[src/rtl/shift_sequencer_pkg.sv]
`default_nettype none
// ============================================================================
// Module   : shift_sequencer_pkg
// Purpose  : Shared shift type codes, FSM state encodings and default step
//            size for the multi-cycle shift sequencer.
// Revision : 1.0 - initial release
// ============================================================================
package shift_sequencer_pkg;

  // Shift operation codes carried on reqN_type.
  localparam logic [1:0] C_TYPE_SRL  = 2'b00;
  localparam logic [1:0] C_TYPE_SLL  = 2'b01;
  localparam logic [1:0] C_TYPE_SRA  = 2'b10;
  localparam logic [1:0] C_TYPE_PASS = 2'b11;

  // Default bits shifted per iteration.
  localparam int C_DEFAULT_STEP = 8;

  // Sequencer states with explicit 2-bit encodings.
  typedef enum logic [1:0] {
    ST_IDLE  = 2'b00,
    ST_SHIFT = 2'b01,
    ST_DONE  = 2'b10
  } state_t;

endpackage
`default_nettype wire

[src/rtl/shift_sequencer_shift_step.sv]
`default_nettype none
// ============================================================================
// Module   : shift_step
// Purpose  : Combinational 32-bit shift by 0..STEP bits (sll/srl/sra/pass).
// Revision : 1.0 - initial release
// ============================================================================
module shift_step
  import shift_sequencer_pkg::*;
#(
  parameter int STEP  = C_DEFAULT_STEP,
  parameter int AMT_W = $clog2(STEP + 1)
) (
  input  logic [31:0]      value,
  input  logic [AMT_W-1:0] amount,
  input  logic [1:0]       stype,
  output logic [31:0]      result
);

  // One bounded shift; sra replicates bit 31 so chained steps equal one shift.
  always_comb begin
    result = value;
    case (stype)
      C_TYPE_SLL: result = value << amount;
      C_TYPE_SRL: result = value >> amount;
      C_TYPE_SRA: result = $signed(value) >>> amount;
      default:    result = value;
    endcase
  end

endmodule
`default_nettype wire

[src/rtl/shift_sequencer.sv]
`default_nettype none
// ============================================================================
// Module   : shift_sequencer
// Purpose  : Round-robin arbiter plus iterative shift controller sharing one
//            STEP-bit shift stage between two requesters. Results are held
//            until the consumer accepts them.
//            Optional macro SHIFT_SEQ_FLUSH_EN adds a flush input that drops
//            the in-flight operation and blocks accepts while asserted.
// Revision : 1.0 - initial release
// ============================================================================
module shift_sequencer
  import shift_sequencer_pkg::*;
#(
  parameter int STEP = C_DEFAULT_STEP,
  parameter int SHW  = 5
) (
  input  logic           clk,
  input  logic           rst,
`ifdef SHIFT_SEQ_FLUSH_EN
  input  logic           flush,
`endif
  input  logic           req0_valid,
  input  logic [31:0]    req0_a,
  input  logic [SHW-1:0] req0_shamt,
  input  logic [1:0]     req0_type,
  output logic           req0_ready,
  input  logic           req1_valid,
  input  logic [31:0]    req1_a,
  input  logic [SHW-1:0] req1_shamt,
  input  logic [1:0]     req1_type,
  output logic           req1_ready,
  output logic           res_valid,
  output logic [31:0]    res_data,
  output logic           res_id,
  input  logic           res_ready
);

  localparam int c_amt_w = $clog2(STEP + 1);

  state_t             r_state;
  logic               r_res_valid;
  logic [31:0]        r_data;
  logic               r_id;
  logic               r_last_grant;
  logic [SHW-1:0]     r_rem;
  logic [1:0]         r_type;

  logic               w_flush;
  logic               w_gnt0;
  logic               w_gnt1;
  logic               w_idle_ok;
  logic               w_accept;
  logic [31:0]        w_acc_a;
  logic [SHW-1:0]     w_acc_shamt;
  logic [1:0]         w_acc_type;
  logic [c_amt_w-1:0] w_step;
  logic [SHW-1:0]     w_rem_next;
  logic [31:0]        w_shifted;

`ifdef SHIFT_SEQ_FLUSH_EN
  assign w_flush = flush;
`else
  assign w_flush = 1'b0;
`endif

  // Round-robin grant: a lone requester wins, a tie goes to the one not served last.
  always_comb begin
    w_gnt0 = req0_valid && (!req1_valid ||  r_last_grant);
    w_gnt1 = req1_valid && (!req0_valid || !r_last_grant);
  end

  // Readys only in IDLE, never in reset or while flush blocks acceptance.
  assign w_idle_ok  = rst && (r_state == ST_IDLE) && !w_flush;
  assign req0_ready = w_idle_ok && w_gnt0;
  assign req1_ready = w_idle_ok && w_gnt1;
  assign w_accept   = req0_ready || req1_ready;

  assign w_acc_a     = w_gnt1 ? req1_a     : req0_a;
  assign w_acc_shamt = w_gnt1 ? req1_shamt : req0_shamt;
  assign w_acc_type  = w_gnt1 ? req1_type  : req0_type;

  // Per-cycle step is min(remaining, STEP); compared at 32 bits so any SHW works.
  always_comb begin
    w_step = c_amt_w'(STEP);
    if (32'(r_rem) < 32'(STEP)) begin
      w_step = c_amt_w'(r_rem);
    end
  end

  assign w_rem_next = r_rem - SHW'(w_step);

  shift_step #(
    .STEP  (STEP),
    .AMT_W (c_amt_w)
  ) u_shift_step (
    .value  (r_data),
    .amount (w_step),
    .stype  (r_type),
    .result (w_shifted)
  );

  // Sequencer FSM: accept in IDLE, iterate in SHIFT, hold result in DONE.
  always_ff @(posedge clk) begin
    if (!rst) begin
      r_state      <= ST_IDLE;
      r_res_valid  <= 1'b0;
      r_data       <= '0;
      r_id         <= 1'b0;
      r_last_grant <= 1'b1;
      r_rem        <= '0;
      r_type       <= C_TYPE_SRL;
    end else if (w_flush && (r_state != ST_IDLE)) begin
      r_state     <= ST_IDLE;
      r_res_valid <= 1'b0;
    end else begin
      case (r_state)
        ST_IDLE: begin
          if (w_accept) begin
            r_data       <= w_acc_a;
            r_rem        <= w_acc_shamt;
            r_type       <= w_acc_type;
            r_id         <= w_gnt1;
            r_last_grant <= w_gnt1;
            if ((w_acc_shamt == '0) || (w_acc_type == C_TYPE_PASS)) begin
              r_state     <= ST_DONE;
              r_res_valid <= 1'b1;
            end else begin
              r_state <= ST_SHIFT;
            end
          end
        end
        ST_SHIFT: begin
          r_data <= w_shifted;
          r_rem  <= w_rem_next;
          if (w_rem_next == '0) begin
            r_state     <= ST_DONE;
            r_res_valid <= 1'b1;
          end
        end
        ST_DONE: begin
          if (res_ready) begin
            r_state     <= ST_IDLE;
            r_res_valid <= 1'b0;
          end
        end
        default: begin
          r_state     <= ST_IDLE;
          r_res_valid <= 1'b0;
        end
      endcase
    end
  end

  assign res_valid = r_res_valid;
  assign res_data  = r_data;
  assign res_id    = r_id;

endmodule
`default_nettype wire

[config.mk]
export PLATFORM = sky130hd
export DESIGN_NAME = shift_sequencer
export DESIGN_NICKNAME = d
export VERILOG_FILES = /design/src/rtl/shift_sequencer_pkg.sv /design/src/rtl/shift_sequencer_shift_step.sv /design/src/rtl/shift_sequencer.sv
export SDC_FILE = /design/constraint.sdc
export NUM_CORES = 1
export LEC_CHECK = 0
export ABC_AREA = 1
export BUFFER_PORTS_ARGS = -buffer_cell sky130_fd_sc_hd__buf_2
export CORE_UTILIZATION = 28
export CTS_CLUSTER_DIAMETER = 60
export DETAILED_ROUTE_END_ITERATION = 12
export GPL_TIMING_DRIVEN = 0
export PLACE_DENSITY = 0.51
export SYNTH_ARGS = -nofsm -noshare
export SYNTH_HDL_FRONTEND = slang
export SYNTH_HIERARCHICAL = 1
export SYNTH_SLANG_ARGS = --single-unit
[constraint.sdc]
create_clock -name clk -period 1.8 [get_ports clk]
set_clock_uncertainty 0.05 [all_clocks]
set_input_delay 0 -clock clk [delete_from_list [all_inputs] [get_ports clk]]
set_output_delay 0 -clock clk [all_outputs]
set_load 0.02 [all_outputs]
==> flow_metrics.py, run 1 <==
metrics = {
    "grt": {
        "grtUsageTotal_pct": 27.1,
        "grt_pass1_wl_um": 45200,
        "antenna_found_initial": 0,
        "grt_pass1_vias": 7900,
        "grt_overflow": 0,
        "grt_max_degree": 14,
    },
    "flow_run": {
        "maxCapViolCount": 0,
    },
    "yosys": {
        "synth_top_area_share_pct": 25.0,
        "syn_nets": 1176,
        "netlist_instances": 1092,
        "ys_seq_elements": 44,
        "synth_area_um2": 5850,
        "seq_area_frac_synth_pct": 15.1,
        "yosys_warnings": 6,
        "ys_types": 41,
        "synth_area_leaders": "nand2_1 (25%), nand3_1 (22%), dfxtp_1 (15%), o21ai_0 (7.3%), a21oi_1 (5.2%)",
        "avgSynthCellArea_um2": 5.36,
        "synth_top_cell_by_area": "nand2_1",
    },
    "worst_setup_path": {
        "worstSetupPathType": "flop to flop",
        "cp_num_buf_inv": 5,
        "slowest_stage": "dfxtp_4",
        "crit_cells": 16,
        "cp_top_family": "simple AND/OR/NAND/NOR gates",
        "setup.worst_path.start": "r_rem[4]",
        "crit_arrival_ns": 2.42,
        "slowest_delay_ns": 0.36,
        "start_kind": "flop",
        "cp_max_fo": 6,
        "r2r_start": "r_rem[4]",
        "crit_required_ns": 1.97,
        "crit_chain": "inv_4 > nand2_4 > buf_12 > nor2_4 > inv_4 > buf_12 > buf_4 > nand3_1 > nand2_2 > o21ai_2 > nand2_1 > nand2_1 > nor2_1 > nand2_1 > o21ai_0 > a21oi_1",
        "crit_path_frequent_cell": "nand2_1",
        "reg2reg_depth": 16,
        "crit_path_end_kind": "flop",
    },
    "floorplan": {
        "die_w_um": 147,
        "coreArea_um2": 20400,
        "die_height_um": 147,
        "initial_core_util_pct": 28.7,
        "dieArea_um2": 21500,
        "num_rows": 52,
        "ios": 119,
    },
    "sta": {
        "setup_ws_ns": -0.446,
        "final.setup.tns_ns": -12.08,
        "max_freq_mhz": 445,
        "slew_headroom_pct": 57.3,
        "worst_pin_slew_ns": 0.641,
        "hold_viol_final": 0,
        "drv_slew": 0,
        "min_period_over_period_pct": 125,
        "rsz0062_at_grt": "yes",
        "min_period_ns": 2.25,
        "holdWs_ns": 0.00576,
        "setup_viol": 32,
    },
    "cts": {
        "cts_sinks": 44,
        "cts_buffer_depth": 2,
        "cts_buffers": 5,
        "clock_latency_ns": 0.29,
        "cts.clk_slew.worst_paths_ns": 0.06,
        "cts_tree": "done",
        "root_buffer": "clkbuf_16",
        "htreeDepth": 2,
    },
    "route": {
        "vias": 8568,
        "wl_um": 29900,
        "detail_route.iter0.violations": 845,
        "wire_per_inst_um": 19.8,
        "drt_first_pass_iters": 5,
        "drc_errors": 0,
        "ant_nets": 0,
        "via_per_inst": 5.67,
    },
    "outcome": {
        "violations": "negative setup slack",
        "outcome": "finished with violations",
    },
    "power": {
        "p_per_area_nw_per_um2": 1340,
        "power.ir.vdd_worst_v": 0.000476,
        "p_leak_nw": 3.92,
    },
    "finish": {
        "insertedDiodeCount": 0,
        "nFillCells": 2247,
        "nNetsFinal": 1325,
        "layout-drive-gt1-share_pct": 33.9,
        "layout-area-overhead-vs-synth_pct": 39.4,
    },
    "placement": {
        "globalplace.congestion": 1.01,
        "port_buffers": 118,
        "hpwl_um": 22900,
    },
    "worst_hold_path": {
        "hold_depth": 3,
        "hold_class": "primary input to flop",
        "min_from": "rst",
    },
}
## where the power goes
part | internal [W] | switching, W | leakage, nW
clock | 0.000592 | 0.000386 | 0.0772
sequential | 0.00124 | 0.000579 | 0.366
combinational | 0.00278 | 0.00534 | 3.48
total | 0.00461 | 0.00630 | 3.92
## registers in the layout, indices dropped and copies added, names as in the netlist
signal / cells
res_valid: 1
res_data: 32
r_rem: 5
r_type: 2
r_last_grant: 1
res_id: 1
r_state: 2
## layout make-up
cell class	instances	area (um2)	area share [%]
clock buffers	8	156	1.92
flip-flops and latches	44	888	10.9
repair buffers	142	882	10.8
inverters	42	175	2.15
well taps	270	338	4.14
multi-input cells	928	5120	62.8
plain buffers	78	594	7.29
## per-layer routing
metal  routed length [um]  global-route usage [%]  up-vias
met1                12800                    37.7     4023
met2                13600                    43.4      475
met4                  847                    8.85        0
met5                    0                       0        -
met3                 2740                    3.09       66
li1                     -                       -     4004
## per-stage QoR
stage / instances / cell area, um2 / power [W] / util [%] / worst slack [ns]
CTS: 1506 / 7810 / 0.0102 / 38.3 / -0.344
global route: 1512 / 8160 / 0.0115 / 40.1 / -0.521
global placement: 1480 / 6830 / 0.00831 / 33.5 / -0.713
finish: 1512 / 8160 / 0.0109 / 40.1 / -0.446
floorplan: 1092 / 5900 / 0.00600 / - / -0.0417
detailed placement: 1480 / 6830 / 0.00828 / 33.5 / -0.708
## layout by cell type (no fill, tap or decap), types with 6 or more instances in the layout
cell type  netlist  layout
o21ai_1         16      37
clkbuf_1        17      12
nand2_4          3      19
nand3_2          0      53
dfxtp_1         44      42
buf_1           12       6
a21oi_1         61      56
nor2_4           4       7
buf_6            6       7
o211ai_1         8       8
nand4_1         13      13
inv_1           36      33
nand3_1        260     207
o21ai_2          1      17
buf_4            6      24
o21ai_0         85      44
buf_12           1      10
buf_2           36     143
and2_4           7      10
nand2_2         10      76
clkbuf_16        0       6
nand2_1        389     307
nor2_1          34      28
## worst reg2reg max path: stages (launching register included)
cell and delay [ns]:
dfxtp_4 0.36, inv_4 0.06, nand2_4 0.07, buf_12 0.13, nor2_4 0.19, inv_4 0.08
buf_12 0.15, buf_4 0.17, nand3_1 0.11, nand2_2 0.10, o21ai_2 0.21, nand2_1 0.10
nand2_1 0.07, nor2_1 0.04, nand2_1 0.06, o21ai_0 0.09, a21oi_1 0.15
## cell usage after synthesis
library cell,instances
mux2i_1,1
o21ai_2,1
nor2_2,2
a22oi_1,3
and2_4,7
buf_6,6
nor3_1,2
mux2i_4,4
o21bai_2,1
nand2_4,3
buf_4,6
a21boi_0,1
inv_2,4
o221ai_1,1
nor2_4,4
o22ai_1,2
nand2_2,10
a21oi_4,1
nand4_1,13
conb_1,1
buf_2,36
o21ai_0,85
nand2_1,389
nor2_1,34
inv_1,36
buf_12,1
dfxtp_1,44
a21oi_1,61
o211ai_1,8
nand3b_1,3
ha_1,1
clkbuf_1,17
inv_4,1
o21ai_1,16
clkinv_1,1
o21a_1,5
o2111ai_1,1
nand3_1,260
a31oi_1,4
buf_1,12
and2_1,4
## path summary, 6_finish.rpt
| kind | end | slack (ns) |
|---|---|---|
| max | res_data[16] | -0.45 |
| min | r_type[0] | 0.006 |
| max reg2reg | res_data[16] | -0.45 |
| min reg2reg | res_valid | 0.39 |
## logic make-up after synthesis
| logic type | after synthesis | share of synthesized area (%) |
|---|---|---|
| buffers and inverters | 120 | 9.94 |
| other | 1 | 0.0641 |
| adder cells (fa/ha/maj) | 1 | 0.214 |
| flip-flops | 44 | 15.1 |
| multiplexers | 5 | 1.71 |
| AND/OR/NAND/NOR | 731 | 55.4 |
| AO/OA/AOI/OAI | 190 | 17.6 |
## timing repair
action / CTS / global route
pin swaps: 50 / 67
endpoints found under the setup margin: 32 / 36
buffers inserted: 11 / 5
hold buffers: 5 / 0
hold endpoints to repair: 3 / 0
gates resized for setup: 202 / 77
cloned: 2 / 1
Note: power is estimated with default switching activity, not from simulation.
==> run 2: changes to the inputs <==
Settings changed: SKIP_LAST_GASP set to 1.
==> run 2 against run 1 <==
The flow still finishes with violations (negative setup slack). Flip-flop and latch count did not move. Register-to-register slack hardly changed. Critical endpoint is now res_data[7]. Clock power about the same. Sequential share of layout area about the same. Clock-buffer cell count stayed put. Final cell count up 0.13%. Largest cell class unchanged. Sequential power about the same. Fmax is 0.50% higher. Critical path type unchanged. First-iteration DRC count grew 13%.
==> flow_metrics.py, run 2 (same netlist as run 1, synthesis figures left out) <==
metrics = {
    "grt": {
        "antenna_found_initial": 0,
        "grtUsageTotal_pct": 27.1,
        "grt_overflow": 0,
        "grt_pass1_wl_um": 45100,
        "grt_pass1_vias": 7886,
        "grt_max_degree": 14,
    },
    "sta": {
        "min_period_ns": 2.23,
        "holdWs_ns": 0.00974,
        "hold_viol_final": 0,
        "slew_headroom_pct": 57.8,
        "worst_pin_slew_ns": 0.630,
        "max_freq_mhz": 448,
        "final.setup.tns_ns": -12.03,
        "rsz0062_at_grt": "yes",
        "drv_slew": 0,
        "setup_ws_ns": -0.434,
        "setup_viol": 32,
        "min_period_over_period_pct": 124,
    },
    "worst_setup_path": {
        "worstSetupPathType": "flop to flop",
        "regToRegSetupSlack_ns": -0.43,
        "cp_max_fo": 6,
        "cp_num_buf_inv": 6,
        "crit_cells": 14,
        "start_kind": "flop",
        "crit_required_ns": 1.93,
        "cp_top_family": "buffers and inverters",
        "crit_arrival_ns": 2.36,
        "slowest_delay_ns": 0.36,
        "crit_chain": "inv_4 > nand2_4 > buf_12 > nor2_4 > inv_4 > buf_12 > buf_4 > buf_8 > o211ai_1 > nand3_1 > nand3_2 > nand2_1 > o21ai_1 > a21oi_1",
        "slowest_stage": "dfxtp_4",
        "reg2reg_depth": 14,
        "crit_path_end_kind": "flop",
    },
    "cts": {
        "cts_buffer_depth": 2,
        "cts_sinks": 44,
        "root_buffer": "clkbuf_16",
        "cts.clk_slew.worst_paths_ns": 0.06,
        "htreeDepth": 2,
        "clock_latency_ns": 0.29,
        "cts_tree": "done",
        "cts_buffers": 5,
    },
    "finish": {
        "layout-drive-gt1-share_pct": 33.6,
        "fin_area_um2": 8170,
        "final_cell_mix": "nand2_1 (314), nand3_1 (207), buf_2 (143)",
        "nNetsFinal": 1327,
        "final_core_util_pct": 40.1,
        "insertedDiodeCount": 0,
        "layout-area-overhead-vs-synth_pct": 39.6,
        "layout_commonest_cell": "nand2_1",
        "largest_register_ff_count": 32,
    },
    "floorplan": {
        "die_w_um": 147,
        "dieArea_um2": 21500,
        "coreArea_um2": 20400,
        "initial_core_util_pct": 28.7,
        "die_height_um": 147,
        "ios": 119,
        "num_rows": 52,
    },
    "outcome": {
        "outcome": "finished with violations",
        "violations": "negative setup slack",
    },
    "route": {
        "drc_errors": 0,
        "detail_route.iter0.violations": 958,
        "wl_um": 29900,
        "via_per_inst": 5.71,
        "drt_first_pass_iters": 5,
        "ant_nets": 0,
        "wire_per_inst_um": 19.8,
        "vias": 8651,
    },
    "placement": {
        "post-place-ws_ns": -0.708,
        "place_area_um2": 6830,
        "port_buffers": 118,
        "hpwl_um": 22900,
        "globalplace.congestion": 1.01,
    },
    "power": {
        "p_per_area_nw_per_um2": 1330,
        "power.ir.vdd_worst_v": 0.000475,
        "p_leak_nw": 3.92,
    },
    "flow_run": {
        "maxCapViolCount": 0,
    },
    "worst_hold_path": {
        "hold_depth": 3,
        "hold_class": "primary input to flop",
    },
}
## run 2: changes by cell type in the layout (fill, tap and decap cells not counted), sizes merged
cell and change:
buf +1, clkbuf +1
## run 2: through the flow
step / power (W) / cells
after floorplan: 0.00600 / 1092
after CTS: 0.0102 / 1506
final: 0.0109 / 1514
after global placement: 0.00831 / 1480
after detailed placement: 0.00828 / 1480
after global routing: 0.0115 / 1514
## run 2: power breakdown
part,internal [W],switching [W]
Combinational,0.00278,0.00532
Clock,0.000592,0.000387
Sequential,0.00124,0.000580
## run 2: worst min-delay path: stages
cell and delay, ns:
buf_2 0.17, o21ai_0 0.09, a31oi_1 0.04
## run 2: what timing repair did
| action | CTS | global route |
|---|---|---|
| endpoints found under the setup margin | 32 | 37 |
| cloned | 2 | 2 |
| resized for setup | 188 | 81 |
| pin swaps | 48 | 64 |
| buffers inserted | 11 | 6 |
| endpoints found under the hold margin | 3 | 0 |
| hold buffers | 5 | 0 |
## run 2: final cells by class
cell class              count  area, um2
fillers                  2232      12200
clock buffers               8        156
inverters                  42        175
flip-flops and latches     44        888
plain buffers              78        586
well taps                 270        338
repair buffers            144        915
multi-input cells         928       5110
## run 2: layer usage
| layer | GRT usage (%) | vias to the layer above | share of wire [%] | wire length, um |
|---|---|---|---|---|
| met2 | 43.3 | 504 | 46 | 13600 |
| li1 | - | 4002 | - | - |
| met3 | 2.78 | 66 | 9.9 | 2950 |
| met5 | 0 | - | 0 | 0 |
| met1 | 37.9 | 4079 | 42 | 12500 |
| met4 | 8.80 | 0 | 2.8 | 835 |
## run 2: path summary, 6_finish.rpt
check | startpoint | end
max | r_rem[4] | res_data[7]
max reg2reg | r_rem[4] | res_data[7]
min reg2reg | res_valid | res_valid
min | rst | r_type[0]
